$ cat config.mk
export PLATFORM = sky130hd
export DESIGN_NAME = instr_fetch
export DESIGN_NICKNAME = d
export VERILOG_FILES = /design/src/rtl/instr_fetch.sv
export SDC_FILE = /design/constraint.sdc
export NUM_CORES = 1
export LEC_CHECK = 0
export ABC_AREA = 1
export ABC_CLOCK_PERIOD_IN_PS = 1660
export BUFFER_PORTS_ARGS = -buffer_cell sky130_fd_sc_hd__buf_2
export CORE_MARGIN = 4
export CORE_UTILIZATION = 55
export CTS_BUF_LIST = sky130_fd_sc_hd__clkbuf_4 sky130_fd_sc_hd__clkbuf_8
export CTS_CLUSTER_SIZE = 28
export DETAILED_ROUTE_END_ITERATION = 10
export GPL_ROUTABILITY_DRIVEN = 0
export PLACE_DENSITY_LB_ADDON = 0.08
export RECOVER_POWER = 100
export SLEW_MARGIN = 10
export SYNTH_ARGS = -nofsm -noshare
export SYNTH_HDL_FRONTEND = slang
export SYNTH_SLANG_ARGS = --single-unit
$ cat constraint.sdc
create_clock -name clk -period 1.66 [get_ports clk]
set_input_delay 0.083 -clock clk [delete_from_list [all_inputs] [get_ports clk]]
set_output_delay 0.083 -clock clk [all_outputs]
set_load 0.1 [all_outputs]
$ cat src/rtl/instr_fetch.sv
// rtl/instr_fetch.sv - instruction fetch stage: PC, imem req/ack handshake, IR hold for decode
// Redirects are taken at once; a fetch already on the bus is finished in DROP and its data thrown away.
module instr_fetch #(
  parameter logic [31:0] RESET_PC = 32'h0000_0000,
  parameter logic [31:0] PC_STEP  = 32'd1
) (
  input  logic        clk,
  input  logic        rst_n,
  input  logic        fetch_en,
  output logic        imem_req,
  output logic [31:0] imem_addr,
  input  logic        imem_ack,
  input  logic [31:0] imem_rdata,
  output logic [31:0] ir,
  output logic [31:0] ir_pc,
  output logic        ir_valid,
  input  logic        dec_ready,
  input  logic        redirect_valid,
  input  logic [31:0] redirect_pc
);

  typedef enum logic [1:0] {IDLE, FETCH, HOLD, DROP} state_t;

  state_t      state_q;
  logic [31:0] pc_q;
  logic [31:0] addr_q;
  logic [31:0] ir_q;
  logic [31:0] ir_pc_q;
  logic        ir_valid_q;

  always_ff @(posedge clk or negedge rst_n) begin
    if (!rst_n) begin
      state_q    <= IDLE;
      pc_q       <= RESET_PC;
      addr_q     <= RESET_PC;
      ir_q       <= 32'h0;
      ir_pc_q    <= 32'h0;
      ir_valid_q <= 1'b0;
    end else if (redirect_valid) begin
      pc_q       <= redirect_pc;
      ir_valid_q <= 1'b0;
      case (state_q)
        IDLE, HOLD: begin
          if (fetch_en) begin
            state_q <= FETCH;
            addr_q  <= redirect_pc;
          end else begin
            state_q <= IDLE;
          end
        end
        // A request on the bus must complete on its original address.
        FETCH, DROP: begin
          if (imem_ack) begin
            state_q <= FETCH;
            addr_q  <= redirect_pc;
          end else begin
            state_q <= DROP;
          end
        end
        default: state_q <= IDLE;
      endcase
    end else begin
      case (state_q)
        IDLE: begin
          if (fetch_en) begin
            state_q <= FETCH;
            addr_q  <= pc_q;
          end
        end
        FETCH: begin
          if (imem_ack) begin
            ir_q       <= imem_rdata;
            ir_pc_q    <= addr_q;
            ir_valid_q <= 1'b1;
            pc_q       <= pc_q + PC_STEP;
            state_q    <= HOLD;
          end
        end
        HOLD: begin
          if (dec_ready) begin
            ir_valid_q <= 1'b0;
            if (fetch_en) begin
              state_q <= FETCH;
              addr_q  <= pc_q;
            end else begin
              state_q <= IDLE;
            end
          end
        end
        DROP: begin
          if (imem_ack) begin
            if (fetch_en) begin
              state_q <= FETCH;
              addr_q  <= pc_q;
            end else begin
              state_q <= IDLE;
            end
          end
        end
        default: state_q <= IDLE;
      endcase
    end
  end

  assign imem_req  = (state_q == FETCH) || (state_q == DROP);
  assign imem_addr = addr_q;
  assign ir        = ir_q;
  assign ir_pc     = ir_pc_q;
  assign ir_valid  = ir_valid_q;

endmodule

# Yosys cells after proc, flatten, opt, wreduce, memory -nomap -nowiden
# Cells that the tools add are included.
[totals] reg_bits=131 in_bits=70 output_inout_bits=98 elab_cells=54
[op_classes] add_sub_neg=1 n_eq_ne=9 mux=24 bitwise=1 n_reduce_logical=13
[ops] operator="two-way mux 32 bit" n=9
[ops] operator="one-hot mux 32 bit (3 select lines)" n=1
[ops] operator="one-hot mux 32 bit (2 select lines)" n=1
[ops] operator="adder 32 x 1 -> 32 bit (second input constant)" n=1
[ops] operator="!= test 3 bit (second input constant)" n=6
[ops] operator="two-way mux 2 bit" n=6
[ops] operator="one-hot mux 2 bit (4 select lines)" n=1
[ops] operator="AND reduction 3 bit" n=2
[ops] operator="AND reduction 5 bit" n=1
[ops] operator="== test 2 bit (second input constant)" n=2
[ops] operator="two-way mux 1 bit" n=4
[ops] operator="one-hot mux 2 bit (2 select lines)" n=1
[ops] operator="AND reduction 4 bit" n=1
[ops] operator="nonzero test 2 bit" n=2
[ops] operator="nonzero test 4 bit" n=1
[ops] operator="OR reduction 2 bit" n=2
[ops] operator="nonzero test 3 bit" n=1
[ops] operator="== test 2 x 1 -> 1 bit (second input constant)" n=1
[ops] operator="zero test 2 bit" n=1
[ops] operator="one-hot mux 1 bit (2 select lines)" n=1
[ops] operator="AND reduction 2 bit" n=1
[ops] operator="logical OR 1 bit" n=1
[ops] operator="NOT 1 bit" n=1

# Logic depth before layout (Yosys ltp)
# Gate-level depths: netlist of run 1.
[logic_depth] word_depth=4 depth_mapped=11

# Worst setup path after synthesis of run 1
# No wires, ideal clock.
[synth_timing] path_kind="flip-flop to flip-flop" from="register state_q[0]" to="register ir_q[15], in the netlist ir[15]" setup_ps=128 t_arrival_ps=1312 t_required_ps=1532 slack_ps=220 path_stages_with_launch=7 path_buffers=2 cell_sequence="dfrtp_1 -> buf_2 -> nand2_2 -> clkinv_1 -> nand3_2 -> buf_2 -> mux2_1"
[synth_via] elab_chain_cells=2
[synth_lines] element="from (decl)" line="24" source="state_t state_q;"
[synth_lines] element="from (signal assigned)" line="33" source="state_q <= IDLE;"
[synth_lines] element="from (signal assigned)" line="45" source="state_q <= FETCH;"
[synth_lines] element="from (signal assigned)" line="48" source="state_q <= IDLE;"
[synth_lines] element="== test 2 x 1 -> 1 bit" line="63" source="case (state_q)"
[synth_lines] element="AND reduction 3 bit (no line)"
[synth_lines] element="to (signal assigned)" line="72" source="ir_q <= imem_rdata;"
[synth_lines] element="to (decl)" line="27" source="logic [31:0] ir_q;"
# No other way between the ends.
# A chain may end at the register's enable or synchronous reset.

# Final worst setup path of run 1
[layout_timing] from="register state_q[0]" to="register ir_q[11], in the netlist ir[11]"
# Same word-level chain as after synthesis.

==> impl_metrics.tcl, run 1 <==
set metrics [dict create \
    finalSetupViolCount 0 \
    htree_levels 4 \
    clkTransAtPathRegs_ps 80 \
    port_buffers 167 \
    vias_per_cell 5.291 \
    grt_max_degree 44 \
    grt_setup_unrepaired "yes" \
    synth_nets 824 \
    final_util_pct 74.48 \
    yosysMostFrequentCell "nand2_1" \
    syn_area_um2 6269 \
    first_global_vias 5814 \
    slew_headroom_pct 36.05 \
    slowest_stage "dfrtp_1" \
    status "complete, no violations" \
    dp_hpwl_mm 12.63 \
    synth_top_area_share_pct 52.30 \
    hold_path.class "input port to flop" \
    row_count 38 \
    clock_latency_ps 450 \
    period_share_pct 97.67 \
    critPathKind "flop to flop" \
    cp.arrival_ps 1940 \
    ys_warn_count 0 \
    avgRoutedWirePerCell_um 16.29 \
    hold_viol 0 \
    worst_ep_required_time_ps 1980 \
    dp_slack_ps 26.00 \
    holdWs_ps 21.14 \
    synthFlopType "dfrtp_1" \
    fin_ws_ps 38.73 \
    synth-seq-cells 131 \
    drv_slew 0 \
    die_area_um2 13170 \
    num_vias 5926 \
    drt-initial-drc-count 565 \
    core_um2 10980 \
    initial_core_util_pct 57.07 \
    async_flop_share_pct 100.0 \
    synth_top_area_cell "dfrtp_1" \
    clock-sinks 131 \
    placed_area_um2 7377 \
    fill_cells 817 \
    grt.overflow.total 0 \
    cap_viol_max_count 0 \
    yosysSeqAreaShare_pct 52.30 \
    ios 168 \
    cts_tree "done" \
    die_x_um 114.8 \
    ys_types 32 \
    first_pass_iters 5 \
    grt_pass1_wl_mm 28.82 \
    root_buffer "clkbuf_8" \
    critPathMaxFanout 22 \
    ys_top_cells_by_area "dfrtp_1 52%, nand2_1 14%, mux2_1 7.2%" \
    path_cells "nand2_2 > clkinv_1 > nand3_4 > buf_12 > mux2_1" \
    wl_mm 18.25 \
    final_area_um2 8180 \
    synth-edff-count 0 \
    synthesis.area_per_instance_um2 8.325 \
    ys_top_cells_by_count "234 x nand2_1, 131 x dfrtp_1, 71 x nor2_1" \
    synthCells 753 \
    clockBufferDepth 2 \
    cts_made_buffers 17 \
    drc 0 \
    ant_nets 0 \
    cpPeakStageDelay_ps 470 \
    die_y_um 114.8 \
    fmax_mhz 616.8 \
    startpoint_type "flop" \
    drive_gt1_share_pct 24.92 \
    grt_usage_pct 28.09 \
    finalClockSkew_ps 9.093 \
    antenna_found_initial 1 \
    nNetsFinal 1037 \
    cp-end-kind "flop" \
    fin_crit_ps 1621 \
    worstMarginPinSlew_ps 959.2 \
    syn_to_final_growth_pct 30.50 \
]
[flip-flops by register name, indices dropped and copies added, names as in the netlist]
name	flops
imem_addr	32
ir	32
ir_pc	32
pc_q	32
state_q	2
ir_valid	1
[final cells by class]
type	instances	area, um2	share of cell area [%]
clock inverters	9	106.4	1.300
repair buffers	226	1475	18.03
clock buffers	23	285.3	3.487
inverters	73	274.0	3.350
multi-input cells	517	2584	31.58
diodes	1	2.502	0.03059
well taps	140	175.2	2.141
flip-flops and latches	131	3278	40.07
[per-layer routing]
layer  routed length [um]  vias to the layer above  GRT usage [%]
li1                     -                     2846              -
met1                 7408                     2769          36.04
met2                 8834                      266          46.14
met3                 1541                       45          6.526
met4                  463                        0          11.82
met5                    0                        -              0
[per-stage QoR]
| step | TNS (ps) | std cells |
|---|---|---|
| finish | 0 | 1120 |
| global route | -168.7 | 1120 |
| CTS | 0 | 1115 |
| global placement | 0 | 1046 |
| detailed placement | 0 | 1046 |
| floorplan | 0 | 753 |
[kinds of logic after synthesis]
kind of cell / after synthesis / synth area share, %
adder cells (fa/ha/maj): 1 / 0.1996
multiplexers: 40 / 7.186
flip-flops: 131 / 52.30
AND/OR/NAND/NOR: 358 / 23.33
AO/OA/AOI/OAI: 118 / 9.861
buffers and inverters: 105 / 7.126
[placed cells by master, fill, tap and decap left out, types with 2 or more instances in the layout]
cell type      netlist  final
buf_6                0      3
buf_2               18     68
nor2_2               4      9
nand3_1             30     30
nand4_1             10     10
inv_2                2      2
dfrtp_1            131    131
o21ai_0             38     48
buf_4                8     10
clkinvlp_4           0      3
buf_12               0      6
a21oi_1             33     33
dlygate4sd3_1        0     37
o21ai_1             39     29
clkbuf_8             0     18
nor2_4               1      3
clkbuf_4             0      7
mux2_1              40     40
clkinv_2             0      3
clkbuf_2             0     99
o211ai_1             2      2
nor2_1              71     64
nand2_2              2      3
inv_1               70     70
nand2_1            234    233
bufinv_16            0      2
[critical path, delay by kind of cell, from the launching register on]
family	cells	cell delay, ps
mux	1	390
simple gates	2	300
buf+inv	2	320
flops	1	470
[worst paths after layout]
path,from,end,slack [ps],cells past startpoint
setup / recovery,state_q[0],ir[11],40,5
hold / removal,redirect_pc[3],imem_addr[3],20,3
setup reg to reg,state_q[0],ir[11],40,5
hold reg to reg,pc_q[31],pc_q[31],480,2
max in group asynchronous,rst_n,pc_q[14],280,3
min in group asynchronous,rst_n,ir[15],310,2
[repair_timing]
action                                 in CTS  in global routing
setup endpoints to repair                   0                 32
endpoints found under the hold margin      73                  0
gates resized for setup                     0                 14
hold buffers                               37                  0
setup buffers                               0                  3
Power of run 1 is left out: the tool's default activity adds up to more than one toggle a clock period on the data nets, which glitch-free logic cannot reach.
==> run 2: changes to the inputs <==
--- a/config.mk
+++ b/config.mk
@@ -7,7 +7,7 @@
 export LEC_CHECK = 0
 export ABC_AREA = 1
 export ABC_CLOCK_PERIOD_IN_PS = 1660
-export BUFFER_PORTS_ARGS = -buffer_cell sky130_fd_sc_hd__buf_2
+export BUFFER_PORTS_ARGS = -buffer_cell sky130_fd_sc_hd__buf_4
 export CORE_MARGIN = 4
 export CORE_UTILIZATION = 55
 export CTS_BUF_LIST = sky130_fd_sc_hd__clkbuf_4 sky130_fd_sc_hd__clkbuf_8
==> run 2 against run 1 <==
- via count shrank 0.12%
- highest routed layer unchanged
- core utilization grew 4.1 points
- first-iteration DRC count grew 1.9%
- count of clock-buffer cells in the layout shrank 1
==> impl_metrics.tcl, run 2 (same netlist as run 1, synthesis figures left out) <==
set metrics [dict create \
    drc 0 \
    finalClockSkew_ps 6.676 \
    critPathMaxFanout 19 \
    dp.cells 1046 \
    avgRoutedWirePerCell_um 16.74 \
    period_share_pct 97.05 \
    cts_made_buffers 17 \
    grt.overflow.total 0 \
    die_y_um 114.8 \
    min_from "redirect_pc[25]" \
    antenna_found_initial 0 \
    row_count 38 \
    r2r_slack_ps 50 \
    htree_levels 4 \
    port_buffers 167 \
    clock-sinks 131 \
    cap_viol_max_count 0 \
    cpPeakStageDelay_ps 410 \
    nNetsFinal 1041 \
    initial_core_util_pct 57.07 \
    grt_usage_pct 29.18 \
    cp-end-kind "flop" \
    regToRegStartpoint "state_q[1]" \
    fin_crit_ps 1611 \
    reg2reg_depth 6 \
    path_buf_inv 3 \
    critPathKind "flop to flop" \
    grt_max_degree 38 \
    wl_mm 18.74 \
    die_area_um2 13170 \
    drive_gt1_share_pct 25.43 \
    slowest_stage "dfrtp_1" \
    final_cells 1119 \
    ant_nets 0 \
    cts_tree "done" \
    final_common_cell "nand2_1" \
    clock_latency_ps 440 \
    drv_slew 0 \
    rr_endpoint "ir[12]" \
    startpoint_type "flop" \
    critical_path_depth 6 \
    num_vias 5919 \
    crit_family "buffers and inverters" \
    status "complete, no violations" \
    first_pass_iters 6 \
    final_cell_mix "233 x nand2_1, 179 x buf_4, 128 x dfrtp_1" \
    path_cells "inv_1 > nand2_4 > clkinvlp_4 > nand3_4 > buf_12 > mux2_1" \
    syn_to_final_growth_pct 37.70 \
    grt_pass1_wl_mm 30.03 \
    fmax_mhz 620.7 \
    worst_ep_required_time_ps 1980 \
    cp.arrival_ps 1930 \
    drt-initial-drc-count 576 \
    worstMarginPinSlew_ps 881.3 \
    ios 168 \
    grt_setup_unrepaired "yes" \
    slew_headroom_pct 41.24 \
    root_buffer "clkbuf_8" \
    first_global_vias 5902 \
    die_x_um 114.8 \
    hold_path.class "input port to flop" \
    worstHoldEndpoint "imem_addr[25]" \
    vias_per_cell 5.290 \
    dp_hpwl_mm 12.78 \
    whs_path_depth 5 \
    clkTransAtPathRegs_ps 70 \
    clockBufferDepth 2 \
    hold_viol 0 \
    core_um2 10980 \
    n_antenna_cell 0 \
    finalSetupViolCount 0 \
]
==> run 2: cell types whose count changed in the layout (fill, tap and decap cells not counted), sizes merged <==
cell	before	now
buf	87	188
clkinv	5	3
clkbuf	125	26
clkinvlp	3	2
nand3	31	32
diode	1	0
==> run 2: worst max-delay path by stage <==
stage               start        to  slack, ps
2_1_floorplan  state_q[0]    ir[15]        220
3_3_place_gp   state_q[0]     ir[9]        120
3_5_place_dp   state_q[0]     ir[9]         30
4_1_cts           pc_q[1]  pc_q[20]         10
5_1_grt           pc_q[7]  pc_q[20]        -30
6_report       state_q[1]    ir[12]         50
==> run 2: metrics by stage <==
| step | hold WS (ps) | worst slack, ps | cell area [um2] | utilization [%] | TNS, ps |
|---|---|---|---|---|---|
| detailed placement | 80.95 | 26.75 | 7805 | 71.06 | 0 |
| global route | 25.52 | -26.42 | 8632 | 78.59 | -26.42 |
| floorplan | -212.6 | 219.7 | 6269 | - | 0 |
| finish | 21.59 | 48.94 | 8632 | 78.59 | 0 |
| CTS | 15.31 | 14.92 | 8542 | 77.77 | 0 |
| global placement | 76.95 | 124.4 | 7805 | 71.06 | 0 |
==> run 2: per-layer routing <==
layer  up-vias  share of wire, %  track usage, %
met5         -                 0               0
met4         0               2.4           11.19
met2       273                49           49.09
met1      2757                41           37.59
met3        35               7.7           5.684
li1       2854                 -               -
==> run 2: layout make-up <==
class | instances | area [um2]
multi-input combinational | 518 | 2611
timing repair buffer | 229 | 1919
inverter | 73 | 277.8
fill | 711 | 2351
tap | 140 | 175.2
clock inverter | 6 | 82.58
clock buffer | 22 | 284.0
sequential | 131 | 3282
==> run 2: worst register-to-register path: stages (launching register included) <==
cell        delay (ps)
dfrtp_1            410
inv_1              130
nand2_4             90
clkinvlp_4         120
nand3_4            160
buf_12             220
mux2_1             360
==> run 2: what timing repair did <==
action | in CTS | in global routing
endpoints found under the hold margin | 145 | 0
buffers inserted | 0 | 7
setup endpoints to repair | 0 | 61
gates resized for setup | 0 | 19
hold buffers | 37 | 0
Power of run 2 is left out for the same reason.
